[config.mk]
export PLATFORM = sky130hd
export DESIGN_NAME = regfile_wb_arbiter
export DESIGN_NICKNAME = d
export VERILOG_FILES = /design/src/rtl/regfile_wb_arbiter.sv
export SDC_FILE = /design/constraint.sdc
export NUM_CORES = 1
export LEC_CHECK = 0
export BUFFER_PORTS_ARGS = -buffer_cell sky130_fd_sc_hd__buf_2
export CORE_ASPECT_RATIO = 1.5
export CORE_UTILIZATION = 51
export CTS_BUF_LIST = sky130_fd_sc_hd__clkbuf_8
export CTS_CLUSTER_SIZE = 14
export DETAILED_ROUTE_END_ITERATION = 10
export PLACE_DENSITY = 0.87
export SETUP_SLACK_MARGIN = 0.15
export SLEW_MARGIN = 20
export SYNTH_ARGS = -nofsm -noshare
export SYNTH_HDL_FRONTEND = slang
export SYNTH_SLANG_ARGS = --single-unit
[constraint.sdc]
create_clock -name clk -period 1.8 [get_ports clk]
set_input_delay 0.18 -clock clk [delete_from_list [all_inputs] [get_ports clk]]
set_output_delay 0.18 -clock clk [all_outputs]
set_load 0.05 [all_outputs]
[src/rtl/regfile_wb_arbiter.sv]
// Write-back arbiter (MDU over ALU) feeding the register file write port, plus
// a pending-register scoreboard for MDU results. Optional bypass: WB_BYPASS_EN.
module regfile_wb_arbiter (
  input  logic        clk,
  input  logic        rst_n,
  input  logic        alu_valid,
  input  logic [4:0]  alu_rd,
  input  logic [31:0] alu_data,
  output logic        alu_ready,
  input  logic        mdu_valid,
  input  logic [4:0]  mdu_rd,
  input  logic [31:0] mdu_data,
  output logic        mdu_ready,
  input  logic        issue_valid,
  input  logic [4:0]  issue_rd,
  output logic [31:0] pending,
`ifdef WB_BYPASS_EN
  input  logic [4:0]  byp_rs1,
  input  logic [4:0]  byp_rs2,
  output logic        byp_hit1,
  output logic        byp_hit2,
  output logic [31:0] byp_data1,
  output logic [31:0] byp_data2,
`endif
  output logic [4:0]  rd,
  output logic        rd_wd_en,
  output logic [31:0] rD
);

  logic        mdu_acc;
  logic        alu_acc;
  logic        wen_d, wen_q;
  logic [4:0]  rd_d, rd_q;
  logic [31:0] wd_d, wd_q;
  logic [31:0] pending_d, pending_q;

  // Readies depend only on mdu_valid and reset, never on alu_valid.
  assign mdu_ready = rst_n;
  assign alu_ready = rst_n & ~mdu_valid;
  assign mdu_acc   = mdu_valid & mdu_ready;
  assign alu_acc   = alu_valid & alu_ready;

  always_comb begin
    wen_d = 1'b0;
    rd_d  = rd_q;
    wd_d  = wd_q;
    if (mdu_acc) begin
      rd_d  = mdu_rd;
      wd_d  = mdu_data;
      wen_d = (mdu_rd != 5'd0);
    end else if (alu_acc) begin
      rd_d  = alu_rd;
      wd_d  = alu_data;
      wen_d = (alu_rd != 5'd0);
    end
  end

  // Set is applied after clear so a fresh issue supersedes a completing result.
  always_comb begin
    pending_d = pending_q;
    if (mdu_acc) pending_d[mdu_rd] = 1'b0;
    if (issue_valid && (issue_rd != 5'd0)) pending_d[issue_rd] = 1'b1;
    pending_d[0] = 1'b0;
  end

  always_ff @(posedge clk) begin
    if (!rst_n) begin
      wen_q     <= 1'b0;
      rd_q      <= 5'd0;
      wd_q      <= 32'd0;
      pending_q <= 32'd0;
    end else begin
      wen_q     <= wen_d;
      rd_q      <= rd_d;
      wd_q      <= wd_d;
      pending_q <= pending_d;
    end
  end

  assign rd_wd_en = wen_q;
  assign rd       = rd_q;
  assign rD       = wd_q;
  assign pending  = pending_q;

`ifdef WB_BYPASS_EN
  // Covers the cycle where the register file has not yet committed the write.
  assign byp_hit1  = wen_q & (rd_q == byp_rs1) & (byp_rs1 != 5'd0);
  assign byp_hit2  = wen_q & (rd_q == byp_rs2) & (byp_rs2 != 5'd0);
  assign byp_data1 = byp_hit1 ? wd_q : 32'd0;
  assign byp_data2 = byp_hit2 ? wd_q : 32'd0;
`endif

`ifndef SYNTHESIS
  // Decode must never re-issue to a register still awaiting its MDU result.
  always_ff @(posedge clk) begin
    if (rst_n && issue_valid && (issue_rd != 5'd0) && !(mdu_acc && (mdu_rd == issue_rd)))
      assert (!pending_q[issue_rd]);
  end
`endif

endmodule

==> impl_metrics.tcl <==
set metrics [dict create \
    status "finished clean" \
    finalPower_w 0.003404 \
    syn_to_final_growth_pct 28.63 \
    switching_share_pct 31.09 \
    maxCapViolations 0 \
    syn_nets 437 \
    maxSlewHeadroom_pct 59.97 \
    fp.dieH_um 99.06 \
    synth_xor_xnor_area_share_pct 0 \
    ys_seq_elements 69 \
    dp_hpwl_mm 6.255 \
    synth-compound-area-share_pct 17.07 \
    setup_slack_ps 539.4 \
    p_int_w 0.002346 \
    clk_pin_slew_worst_paths_ps 60 \
    end_kind "output pin" \
    clockRootBuffer "clkbuf_8" \
    portBuffers 154 \
    dpl_worst_slack_ps 331.0 \
    hp-start "alu_rd[0]" \
    synth_ff_type "dfxtp_1" \
    drtIter0Drc 135 \
    p_leak_nw 1.977 \
    cts_resized 0 \
    post_cts_buffers 0 \
    finalSetupTns_ps 0 \
    drc_errors 0 \
    cts.sinks 69 \
    ys_types 32 \
    via_count 3121 \
    synth_top_area_cell "dfxtp_1" \
    max-clock-path-buffers 2 \
    final-max-slew-violation-count 0 \
    firstDrtPassIters 4 \
    period_share_pct 70.03 \
    syn_avg_cell_area_sq_um 9.074 \
    antenna_found_initial 0 \
    final_cells 573 \
    synth_warnings 0 \
    grt_pass1_wl_mm 12.92 \
    final-hold-violation-count 0 \
    grt_max_degree 37 \
    grt_pass1_vias 2892 \
    rows 35 \
    seq_power_share_pct 47.7 \
    cts_buffers 9 \
    synth-edff-count 0 \
    fp.dieW_um 66.71 \
    synth-seq-area-share_pct 43.13 \
    h-tree-depth 3 \
    cts_hold_buf 0 \
    worstPathMaxFanout 23 \
    ioPinCount 156 \
    numPlacedInstances 557 \
    die_area_sq_um 6608 \
    syn_area_sq_um 3203 \
    finalCriticalPeriod_ps 1261 \
    via_per_inst 5.447 \
    r2r-start "rD[17]" \
    final.setup_skew_ps 0 \
    synth-adder-area-share_pct 0 \
    insertion_delay_ps 340 \
    hold_class "in -> reg" \
    crit_start "rst_n" \
    num_antenna_cells 0 \
    grt.total_usage_pct 25.48 \
    start_kind "input pin" \
    layout.nets 578 \
    worst-slew-pin-transition_ps 599.2 \
    cp.arrival_ps 1080 \
    synth_cells 353 \
    rrSetupSlack_ps 980 \
    ir_drop_mv 0.5556 \
    synthMuxAreaShare_pct 11.56 \
    max_clock_freq_mhz 793.3 \
    worstPathRequired_ps 1620 \
    p_clk_share_pct 31.7 \
    start_util_pct 52.62 \
    powerDensity_nw_per_um2 826.3 \
    power_frac_comb_pct 20.6 \
    drive_above_1_share_pct 35.87 \
    critical_path_class "in -> out" \
    synthTopCellsByArea "dfxtp_1, mux2i_1, o21ai_0" \
    synthSimpleGateAreaFrac_pct 22.38 \
    cts_tree "done" \
    gp_congestion 0.8065 \
    core_area_sq_um 6087 \
    synth_top_family_by_area "simple AND/OR/NAND/NOR gates" \
    antenna_left 0 \
    yosys.area.top_type_share_pct 43.13 \
    synth-async-reset-ratio_pct 0 \
    switchingPower_w 0.001058 \
    setup_viol 0 \
    rsz0062_at_grt "false" \
    drt_wl_total_mm 8.373 \
    overflow 0 \
    wl_per_cell_um 14.61 \
]
through the flow:
stage	instance area, sq um	hold WS [ps]	utilization, %
floorplan	3203	332.2	-
global placement	3951	446.5	64.91
detailed placement	3951	468.9	64.91
global route	4120	149.0	67.69
finish	4120	127.1	67.69
CTS	4120	118.2	67.69
layer usage:
| metal | routed length [um] | vias up | GRT usage (%) |
|---|---|---|---|
| met5 | 0 | - | 0 |
| met4 | 257 | 0 | 17.35 |
| met3 | 568 | 23 | 5.787 |
| met2 | 4330 | 138 | 42.27 |
| met1 | 3216 | 1425 | 27.96 |
| li1 | - | 1535 | - |
power groups by stage:
stage	combinational (W)	sequential (W)	clock [W]
floorplan	0.000270	0.00188	0
global placement	0.000688	0.00166	0
detailed placement	0.000700	0.00166	0
CTS	0.000702	0.00162	0.00110
global route	0.000750	0.00163	0.00117
finish	0.000701	0.00162	0.00108
kinds of logic after synthesis:
logic type             count (synthesis)
other                                  1
buffers and inverters                 33
multiplexers                          37
flip-flops                            69
AO/OA/AOI/OAI                         87
AND/OR/NAND/NOR                      126
Yosys cell counts, types with 2 or more instances:
| cell | number |
|---|---|
| nor3b_1 | 5 |
| buf_6 | 3 |
| o21ai_1 | 4 |
| o211ai_1 | 18 |
| dfxtp_1 | 69 |
| nand3b_1 | 6 |
| buf_4 | 6 |
| buf_2 | 12 |
| inv_1 | 3 |
| nor3b_2 | 3 |
| nand4_1 | 2 |
| nand3_1 | 2 |
| buf_1 | 3 |
| mux2i_1 | 37 |
| and4b_1 | 2 |
| nand4b_1 | 4 |
| a32o_1 | 11 |
| nor3_1 | 3 |
| o21ai_0 | 49 |
| nor2b_1 | 4 |
| clkbuf_1 | 6 |
| nand2_1 | 53 |
| and2_1 | 37 |
| o22ai_1 | 3 |
cell type report:
class | instances | area, sq um
Clock inverter | 6 | 31.28
Tap cell | 74 | 92.59
Fill cell | 547 | 1967
Sequential cell | 69 | 1381
Timing Repair Buffer | 160 | 828.3
Inverter | 3 | 11.26
Multi-Input combinational cell | 251 | 1638
Clock buffer | 10 | 137.6
final timing paths:
path	depth (start not counted)	end
worst min-delay path	3	rd_wd_en
worst min register to register	2	pending[11]
worst max-delay path	3	alu_ready
worst max register to register	3	rD[17]
cell usage in the layout, fill, tap and decap left out, types with 3 or more instances in the layout:
cell and n:
buf_2 154, nor3b_2 3, o22ai_1 3, nand3b_1 6, clkinv_2 3, nor2b_1 4
mux2i_1 37, a32o_1 11, and2_1 37, nor3b_1 5, buf_4 5, o211ai_1 18
clkbuf_8 10, dfxtp_1 69, nand2_1 53, nand4b_1 4, inv_1 5, nor3_1 3
o21ai_0 49, o21ai_1 4
sequential cells by signal (all words and copies together), names as in the netlist:
register	cells
rd	5
pending	31
rD	32
rd_wd_en	1
critical path: stages:
cell	delay, ps
buf_2	320
nor2b_1	270
buf_2	310
No activity file was read; power rests on OpenSTA's default activity.
